$ cat src/rtl/tc0360pri_pkg.sv
// Shared definitions for the tc0360pri priority mixer: register indices,
// source identifiers and the priority type.
package tc0360pri_pkg;

  localparam logic [3:0] PRI_AB    = 4'd4;
  localparam logic [3:0] PRI_C     = 4'd5;
  localparam logic [3:0] PRI_OBJ01 = 4'd6;
  localparam logic [3:0] PRI_OBJ23 = 4'd7;

  typedef enum logic [1:0] {SRC_A, SRC_B, SRC_C, SRC_OBJ} src_t;

  typedef logic [3:0] prio_t;

  // A transparent pen (0) never competes, whatever its programmed priority.
  function automatic prio_t eff_prio(input logic [3:0] pen, input prio_t pri);
    return (pen == 4'd0) ? 4'd0 : pri;
  endfunction

endpackage

$ cat src/rtl/tc0360pri_regs.sv
// CPU-side register file for tc0360pri: CSn falling-edge detect, 16 x 8-bit
// registers, registered read data and the active-low data acknowledge.
module tc0360pri_regs
  import tc0360pri_pkg::*;
(
  input  logic       clk,
  input  logic       reset,
  input  logic [7:0] i_din,
  output logic [7:0] o_dout,
  input  logic [3:0] i_va,
  input  logic       i_rwn,
  input  logic       i_csn,
  output logic       o_dackn,
  output prio_t      o_pri_a,
  output prio_t      o_pri_b,
  output prio_t      o_pri_c,
  output prio_t      o_pri_obj0,
  output prio_t      o_pri_obj1,
  output prio_t      o_pri_obj2,
  output prio_t      o_pri_obj3
);

  logic [7:0] r_regs [16];
  logic       r_csn_prev;
  logic       r_armed;
  logic [7:0] r_dout;
  logic       r_dackn;
  logic       w_start;

  // r_armed blocks a CSn that is still low when reset releases from being
  // taken as a fresh access; CSn must first be seen high.
  assign w_start = r_armed & r_csn_prev & ~i_csn;

  always_ff @(posedge clk) begin
    if (reset) begin
      for (int i = 0; i < 16; i++) r_regs[i] <= '0;
      r_csn_prev <= 1'b1;
      r_armed    <= 1'b0;
      r_dout     <= '0;
      r_dackn    <= 1'b1;
    end else begin
      r_csn_prev <= i_csn;
      if (i_csn) r_armed <= 1'b1;
      if (w_start) begin
        if (!i_rwn) r_regs[i_va] <= i_din;
        else        r_dout       <= r_regs[i_va];
        r_dackn <= 1'b0;
      end else if (i_csn) begin
        r_dackn <= 1'b1;
      end
    end
  end

  assign o_dout     = r_dout;
  assign o_dackn    = r_dackn;
  assign o_pri_a    = r_regs[PRI_AB][3:0];
  assign o_pri_b    = r_regs[PRI_AB][7:4];
  assign o_pri_c    = r_regs[PRI_C][3:0];
  assign o_pri_obj0 = r_regs[PRI_OBJ01][3:0];
  assign o_pri_obj1 = r_regs[PRI_OBJ01][7:4];
  assign o_pri_obj2 = r_regs[PRI_OBJ23][3:0];
  assign o_pri_obj3 = r_regs[PRI_OBJ23][7:4];

endmodule

$ cat src/rtl/tc0360pri.sv
// Priority mixer: resolves three tilemap layers and one sprite source into a
// 15-bit palette index through a 2-stage ce_pixel pipeline.
module tc0360pri
  import tc0360pri_pkg::*;
#(
  parameter int PIPE_SYNC = 1
) (
  input  logic        clk,
  input  logic        reset,
  input  logic        ce_pixel,
  input  logic [7:0]  Din,
  output logic [7:0]  Dout,
  input  logic [3:0]  VA,
  input  logic        RWn,
  input  logic        CSn,
  output logic        DACKn,
  input  logic [14:0] LA,
  input  logic [14:0] LB,
  input  logic [14:0] LC,
  input  logic [13:0] OBJ,
  input  logic        HSYn_in,
  input  logic        VSYn_in,
  output logic        HSYn,
  output logic        VSYn,
  output logic [14:0] SC
);

  prio_t       w_pri_a, w_pri_b, w_pri_c;
  prio_t       w_pri_obj0, w_pri_obj1, w_pri_obj2, w_pri_obj3;
  prio_t       w_obj_pri;
  prio_t       w_best_pri;
  logic [14:0] w_best_col;
  logic        w_unused_msb;

  prio_t       r_s1_pri [4];
  logic [14:0] r_s1_col [4];
  logic [14:0] r_sc;

  tc0360pri_regs u_regs (
    .clk        (clk),
    .reset      (reset),
    .i_din      (Din),
    .o_dout     (Dout),
    .i_va       (VA),
    .i_rwn      (RWn),
    .i_csn      (CSn),
    .o_dackn    (DACKn),
    .o_pri_a    (w_pri_a),
    .o_pri_b    (w_pri_b),
    .o_pri_c    (w_pri_c),
    .o_pri_obj0 (w_pri_obj0),
    .o_pri_obj1 (w_pri_obj1),
    .o_pri_obj2 (w_pri_obj2),
    .o_pri_obj3 (w_pri_obj3)
  );

  // Layer bit 14 never reaches SC.
  assign w_unused_msb = LA[14] ^ LB[14] ^ LC[14];

  always_comb begin
    w_obj_pri = w_pri_obj0;
    case (OBJ[13:12])
      2'd0: w_obj_pri = w_pri_obj0;
      2'd1: w_obj_pri = w_pri_obj1;
      2'd2: w_obj_pri = w_pri_obj2;
      2'd3: w_obj_pri = w_pri_obj3;
      default: w_obj_pri = w_pri_obj0;
    endcase
  end

  // Stage 1: colour and effective priority per source.
  always_ff @(posedge clk) begin
    if (reset) begin
      for (int i = 0; i < 4; i++) begin
        r_s1_pri[i] <= '0;
        r_s1_col[i] <= '0;
      end
    end else if (ce_pixel) begin
      r_s1_pri[int'(SRC_A)]   <= eff_prio(LA[3:0], w_pri_a);
      r_s1_pri[int'(SRC_B)]   <= eff_prio(LB[3:0], w_pri_b);
      r_s1_pri[int'(SRC_C)]   <= eff_prio(LC[3:0], w_pri_c);
      r_s1_pri[int'(SRC_OBJ)] <= eff_prio(OBJ[3:0], w_obj_pri);
      r_s1_col[int'(SRC_A)]   <= {1'b0, LA[13:0]};
      r_s1_col[int'(SRC_B)]   <= {1'b0, LB[13:0]};
      r_s1_col[int'(SRC_C)]   <= {1'b0, LC[13:0]};
      r_s1_col[int'(SRC_OBJ)] <= {3'b000, OBJ[11:0]};
    end
  end

  // Scanning A..OBJ with >= lets later sources win ties (OBJ > C > B > A);
  // with nothing opaque and prioritised, layer A falls through as background.
  always_comb begin
    w_best_pri = '0;
    w_best_col = r_s1_col[int'(SRC_A)];
    for (int i = 0; i < 4; i++) begin
      if (r_s1_pri[i] != '0 && r_s1_pri[i] >= w_best_pri) begin
        w_best_pri = r_s1_pri[i];
        w_best_col = r_s1_col[i];
      end
    end
  end

  always_ff @(posedge clk) begin
    if (reset)         r_sc <= '0;
    else if (ce_pixel) r_sc <= w_best_col;
  end

  assign SC = r_sc;

  generate
    if (PIPE_SYNC != 0) begin : g_sync_pipe
      logic [1:0] r_hs;
      logic [1:0] r_vs;
      always_ff @(posedge clk) begin
        if (reset) begin
          r_hs <= 2'b11;
          r_vs <= 2'b11;
        end else if (ce_pixel) begin
          r_hs <= {r_hs[0], HSYn_in};
          r_vs <= {r_vs[0], VSYn_in};
        end
      end
      assign HSYn = r_hs[1];
      assign VSYn = r_vs[1];
    end else begin : g_sync_pass
      assign HSYn = HSYn_in;
      assign VSYn = VSYn_in;
    end
  endgenerate

endmodule
$ cat config.mk
export PLATFORM = sky130hd
export DESIGN_NAME = tc0360pri
export DESIGN_NICKNAME = d
export VERILOG_FILES = /design/src/rtl/tc0360pri_pkg.sv /design/src/rtl/tc0360pri_regs.sv /design/src/rtl/tc0360pri.sv
export SDC_FILE = /design/constraint.sdc
export NUM_CORES = 1
export LEC_CHECK = 0
export CAP_MARGIN = 20
export CELL_PAD_IN_SITES_DETAIL_PLACEMENT = 0
export CELL_PAD_IN_SITES_GLOBAL_PLACEMENT = 1
export CORE_MARGIN = 2
export CORE_UTILIZATION = 43
export DETAILED_ROUTE_END_ITERATION = 10
export HOLD_SLACK_MARGIN = 0.05
export PLACE_DENSITY = 0.75
export RECOVER_POWER = 100
export SYNTH_ARGS = -nofsm -noshare
export SYNTH_HDL_FRONTEND = slang
export SYNTH_SLANG_ARGS = --single-unit
$ cat constraint.sdc
create_clock -name clk -period 4.35 [get_ports clk]
set_input_delay 1.305 -clock clk [delete_from_list [all_inputs] [get_ports clk]]
set_output_delay 1.305 -clock clk [all_outputs]
set_load 0.01 [all_outputs]
; Yosys cells after proc, flatten, opt, wreduce, memory -nomap -nowiden
; Memory sizes are Yosys's and may differ from the RTL's. A register that Yosys moved wholly into a read port is not among the register bits.
; Index checks and enable logic that the tools add are counted.
[word_totals]
word_cells = 76
output_inout_bits = 26
mem_bits_rw = 200
n_memories = 3
regBits = 22
input_bits = 78
[memory_table]
columns = name, words, width, read_ports, rd_clocked_by_memory_dff, write_ports, line_no
row1 = u_regs.r_regs, 16, 8, 5, 1, 16, tc0360pri_regs.sv:23  ; logic [7:0] r_regs [16];
row2 = r_s1_col, 4, 14, 4, 0, 4, tc0360pri.sv:36  ; logic [14:0] r_s1_col [4];
row3 = r_s1_pri, 4, 4, 4, 0, 4, tc0360pri.sv:35  ; prio_t r_s1_pri [4];
[op_classes]
eq_ne = 3
magnitude_cmp = 4
reduce_logical = 16
muxes = 33
bitwise_logic = 11
[ops]
columns = cell, count
row1 = two-way mux 14 bit, 4
row2 = two-way mux 4 bit, 12
row3 = two-way mux 15 bit, 3
row4 = zero test 4 bit, 4
row5 = case mux 4 bit (4 select lines), 1
row6 = nonzero test 4 bit, 4
row7 = greater-or-equal comparator 4 bit, 3
row8 = two-way mux 1 bit, 12
row9 = two-way mux 8 bit, 1
row10 = bitwise OR 1 bit, 8
row11 = OR reduction 8 bit, 1
row12 = equality test 2 bit (second input constant), 2
row13 = greater-or-equal comparator 4 x 1 -> 1 bit (second input constant), 1
row14 = logical AND 1 bit, 4
row15 = bitwise AND 1 bit, 2
row16 = equality test 2 x 1 -> 1 bit (second input constant), 1
row17 = zero test 2 bit, 1
row18 = AND reduction 2 bit, 1
row19 = nonzero test 2 bit, 1
row20 = inverter 1 bit, 1

; Logic depth before layout (Yosys ltp)
; An unclocked memory read counts as a cell.
[logic_depth]
ltp_word = 13
mapped_depth = 22
depth_no_buf = 17

; By module
; A second synthesis with hierarchy kept.
[hier_totals]
hier_cells = 789
hier_area_um2 = 10826.6
[modules_own_cells]
columns = mod, area_per_inst_um2, n_inst, seq_area_each_um2, cells_each
row1 = tc0360pri_regs, 6398.6, 1, 4063.9, 425
row2 = tc0360pri, 4428.0, 1, 2462.4, 364

; Worst setup path after synthesis
; OpenSTA, ideal clock, no wires.
[synth_path]
kind = register to register
from = memory r_s1_pri[0][0] (netlist bit)
to = register r_sc[10], in the netlist SC[10]
stages_incl_launch_ff = 21
setup_ps = 126
required_time_ps = 4224
setup_slack_ps = -210
path_buffers = 5
period_less_slack_ps = 4560
t_arrival_ps = 4434
cell_sequence = edfxtp_1 -> clkbuf_1 -> ha_1 -> nand2b_1 -> a2111oi_2 -> or3b_1 -> buf_6 -> mux2_4 -> ha_1 -> o21ai_0 -> a211o_1 -> buf_2 -> clkbuf_1 -> nor2_1 -> a21o_1 -> ha_1 -> or2_2 -> a31o_2 -> clkbuf_1 -> a32oi_1 -> o31ai_2
[synth_rtl]
columns = item, line_no
row1 = start: declaration, tc0360pri.sv:35
row2 = end signal: assignment, tc0360pri.sv:105  ; else if (ce_pixel) r_sc <= w_best_col;
row3 = end: declaration, tc0360pri.sv:37  ; logic [14:0] r_sc;

==> metrics.csv <==
stage,metric,value,unit
die,initial_utilization,43.5,%
timing,post-route-min-period,4.29,ns
critical_path,timing.critical_path.fanout_max,7,
timing,finalHoldViolCount,0,
synth,warnings_synthesis,0,
grt,grt_pass1_wl,38.0,mm
final_layout,area.growth.synth_to_final,24.0,%
critical_path,timing.critical_path.required,4.79,ns
critical_path,delay_of_the_slowest_cell_on_the_worst_path,0.53,ns
worst_hold_path,whs_endpoint,u_regs.o_dackn,
die,core-area,0.0242,sq mm
power_and_ir_drop,vdd_drop_max,0.251,mV
clocking,max-clock-path-buffers,3,
timing,grt_setup_unrepaired,true,
worst_hold_path,hold_start,u_regs.o_dackn,
place,portBuffers,99,
timing,worst_slew_pin_slew,1.37,ns
timing,finalClockSkew,0.0186,ns
critical_path,worst_r2r_startpoint,r_s1_pri[1][1],
power_and_ir_drop,p_leak,4.66,nW
timing,setup_tns,0,ns
power_and_ir_drop,p_clk_share,38.5,%
die,die_h,160,microns
timing,fmax,233,MHz
timing,report.final.setup_viol,0,
power_and_ir_drop,pwr_density_cell,414,mW/mm^2
clocking,cts.htree.levels,1,
critical_path,reg2reg_depth,15,
synth,most_common_flop_cell_mapped_by_yosys,sky130_fd_sc_hd__edfxtp_1,
clocking,clk_pin_slew,0.06,ns
grt,gr-usage-all-layers,19.2,%
power_and_ir_drop,pwr-share-seq,47.2,%
power_and_ir_drop,power_report.internal_total,4.09,mW
die,dieArea,0.0257,sq mm
final_layout,design_area,0.0130,sq mm
synth,synth_sequential_area_ratio,62.0,%
outcome,status,completed,
grt,grt.overflow.total,0,
critical_path,cp.arrival,4.73,ns
timing,hold_slack,0.448,ns
synth,synth_cell_types,55,
place,globalplace.congestion,0.843,
synth,share_of_flip_flops_with_an_asynchronous_set_or_reset,0,%
job,max_cap_violations,0,
clocking,cts_hold_buffers,0,
drt,viasPerCell,5.36,
critical_path,cp_top_family,compound AO/OA/AOI/OAI gates,
clocking,insertion_delay,0.53,ns
critical_path,ff2ff_setup_slack,0.06,ns
synth,mappedNetlistArea,0.0105,sq mm
drt,detail_route.wirelength,24.9,mm
die,top_level_ports,104,
place,dp_cells,1146,
die,rows,57,
final_layout,finish.net_count,952,
drt,drt_iter0_markers,494,
die,die_width,160,microns
power_and_ir_drop,p_comb_share,14.2,%
worst_hold_path,worst_hold_path.num_cells,1,
place,dpl_cell_area,0.0119,sq mm
final_layout,insertedDiodeCount,0,
timing,fin_crit_sh,98.7,%
critical_path,cpMaxStageDelayCell,sky130_fd_sc_hd__or4_4,
synth,synth_area_per_cell,14.2,sq um
clocking,clock-sinks,227,
clocking,clk_root_buffer_cell,sky130_fd_sc_hd__clkbuf_16,
grt,grt_start_max_net_pins,56,
drt,wl_per_cell,20.7,microns
drt,antenna_left,0,
critical_path,launching_element_type_of_the_critical_path,flop,
critical_path,critical_path.endpoint_type,flop,
drt,dr_vias,6464,
grt,grt_antenna_before_repair,0,
timing,slew_viol_final,0,
timing,timing.final.ws_setup,0.0564,ns
synth,count_of_flip_flops_with_a_built_in_enable_after_synthesis,198,
power_and_ir_drop,report.power.total,5.40,mW
power_and_ir_drop,switching_power,1.31,mW
place,detailedPlacementHpwl,17.3,mm
place,place_worst_setup_slack,-0.131,ns
clocking,tritoncts,yes,
timing,maxSlewHeadroom,8.09,%
drt,firstDrtPassIters,5,
power_and_ir_drop,switching_share,24.3,%
final_layout,layout.cells.non_filler,1205,
critical_path,crit_chain,"buf_4, or4_4, or3b_4, mux2_4, ha_4, o21ai_2, a211o_1, mux2_4, ha_4, nand2b_1, a211o_1, a31oi_1, o21ai_2, clkbuf_16, o31ai_4",
worst_hold_path,worst_hold_path_type,reg -> reg,
synth,syn_nets,831,
synth,post_synth_inst_count,741,
critical_path,timing.setup.critical_path_class,reg -> reg,
final_layout,drive_above_1_share,17.5,%
critical_path,critical_path.n_buffers_inverters,2,
grt,vias_in_the_first_global_route,6616,
critical_path,critPathLaunch,r_s1_pri[1][1],
synth,synth-seq-cells,227,
critical_path,crit-reg2reg-capture,SC[13],
clocking,cts_made_buffers,25,
final_layout,post-route-util,54.0,%
drt,drc_errors,0,
==> registers in the layout (all words and copies together) (netlist names) <==
signal             cells
u_regs.r_csn_prev      1
u_regs.r_armed         1
u_regs.o_dout          8
g_sync_pipe.r_hs       2
SC                    14
u_regs.r_regs        128
r_s1_pri              16
g_sync_pipe.r_vs       2
u_regs.o_dackn         1
r_s1_col              54
==> layout by cell type (no fill, tap or decap), types with 6 or more instances in the layout <==
cell type,n
sky130_fd_sc_hd__clkbuf_16,26
sky130_fd_sc_hd__and2_0,108
sky130_fd_sc_hd__buf_4,23
sky130_fd_sc_hd__mux4_2,36
sky130_fd_sc_hd__inv_1,9
sky130_fd_sc_hd__clkdlybuf4s50_1,70
sky130_fd_sc_hd__nor4_1,7
sky130_fd_sc_hd__dfxtp_1,29
sky130_fd_sc_hd__nor2_1,43
sky130_fd_sc_hd__a311oi_1,7
sky130_fd_sc_hd__a211o_1,6
sky130_fd_sc_hd__a221oi_2,8
sky130_fd_sc_hd__o31ai_4,10
sky130_fd_sc_hd__a221oi_1,10
sky130_fd_sc_hd__dlygate4sd3_1,28
sky130_fd_sc_hd__nand2_1,11
sky130_fd_sc_hd__clkbuf_8,8
sky130_fd_sc_hd__edfxtp_1,198
sky130_fd_sc_hd__a32oi_2,8
sky130_fd_sc_hd__or2_0,16
sky130_fd_sc_hd__nor2b_1,14
sky130_fd_sc_hd__ha_1,8
sky130_fd_sc_hd__and2_1,100
sky130_fd_sc_hd__nor3_1,7
sky130_fd_sc_hd__clkbuf_1,15
==> cell type report <==
| cell class | instances | area (sq um) |
|---|---|---|
| well taps | 324 | 405 |
| multi-input cells | 460 | 3930 |
| repair buffers | 139 | 1330 |
| flip-flops and latches | 227 | 6530 |
| clock inverters | 9 | 82.6 |
| inverters | 9 | 33.8 |
| clock buffers | 37 | 741 |
| fillers | 1950 | 11100 |
==> kinds of logic (layout without fill, tap and decap cells) <==
| family | after synthesis | count (layout) | synth area share [%] |
|---|---|---|---|
| and+or+nand+nor | 327 | 327 | 18.6 |
| DFF | 227 | 227 | 62.0 |
| AOI/OAI and AO/OA | 81 | 81 | 7.21 |
| buffers and inverters | 54 | 194 | 2.65 |
| muxes | 39 | 39 | 8.05 |
| adders and majority gates | 12 | 12 | 1.43 |
| other | 1 | 1 | 0.0356 |
==> power groups by stage <==
stage / Combinational [mW] / Sequential [mW] / Clock (mW)
after global placement: 0.665 / 2.58 / 0
after CTS: 0.712 / 2.55 / 2.11
after floorplan: 0.405 / 2.59 / 0
final: 0.768 / 2.55 / 2.08
after detailed placement: 0.682 / 2.59 / 0
after global routing: 0.819 / 2.56 / 2.19
==> cell usage after synthesis, types with 2 or more instances <==
cell	instances	share of area, %
sky130_fd_sc_hd__edfxtp_1	198	57
sky130_fd_sc_hd__clkbuf_1	28	1.0
sky130_fd_sc_hd__nor2_1	44	1.6
sky130_fd_sc_hd__nor2b_1	15	0.89
sky130_fd_sc_hd__a22oi_2	2	0.24
sky130_fd_sc_hd__dfxtp_1	29	5.5
sky130_fd_sc_hd__a221oi_2	8	1.1
sky130_fd_sc_hd__a311oi_1	7	0.58
sky130_fd_sc_hd__nand2_1	11	0.39
sky130_fd_sc_hd__nand3b_1	2	0.14
sky130_fd_sc_hd__o21a_1	2	0.14
sky130_fd_sc_hd__o31ai_2	8	0.95
sky130_fd_sc_hd__o31ai_1	6	0.43
sky130_fd_sc_hd__ha_1	12	1.4
sky130_fd_sc_hd__or2_2	17	1.0
sky130_fd_sc_hd__o21ai_0	2	0.095
sky130_fd_sc_hd__buf_4	4	0.29
sky130_fd_sc_hd__buf_6	5	0.54
sky130_fd_sc_hd__nand3_1	5	0.24
sky130_fd_sc_hd__nor3_2	7	0.67
sky130_fd_sc_hd__mux4_2	36	7.7
sky130_fd_sc_hd__a21o_1	3	0.21
sky130_fd_sc_hd__a32oi_1	12	1.0
sky130_fd_sc_hd__a221oi_1	10	0.83
sky130_fd_sc_hd__a211o_1	6	0.50
sky130_fd_sc_hd__nand2b_1	6	0.36
sky130_fd_sc_hd__a21oi_1	4	0.19
sky130_fd_sc_hd__buf_2	5	0.24
sky130_fd_sc_hd__nor4_1	5	0.30
sky130_fd_sc_hd__a22o_1	3	0.25
sky130_fd_sc_hd__inv_1	9	0.32
sky130_fd_sc_hd__and2_1	207	12
==> per-layer routing <==
metal	vias up	share of wire, %	track usage, %	routed length, microns
met1	3221	43	25.1	10700
li1	3000	-	-	-
met2	202	49	33.0	12200
met3	41	5.5	2.97	1370
met5	-	0	0	0
met4	0	3.0	6.18	740
==> worst max-delay path by stage <==
stage | depth (start not counted) | end | slack, ns
global placement | 17 | SC[11] | 0.11
floorplan | 21 | SC[10] | 0.04
CTS | 17 | SC[1] | 0.02
global route | 18 | SC[4] | -0.08
finish | 15 | SC[13] | 0.06
detailed placement | 17 | SC[1] | -0.13
==> repair_timing <==
| action | in CTS | in global routing |
|---|---|---|
| cloned | 1 | 0 |
| gates resized for setup | 6 | 34 |
| buffers inserted | 4 | 8 |
| pin swaps | 5 | 19 |
| endpoints found under the setup margin | 14 | 14 |
(Power assumes the default switching activity.)
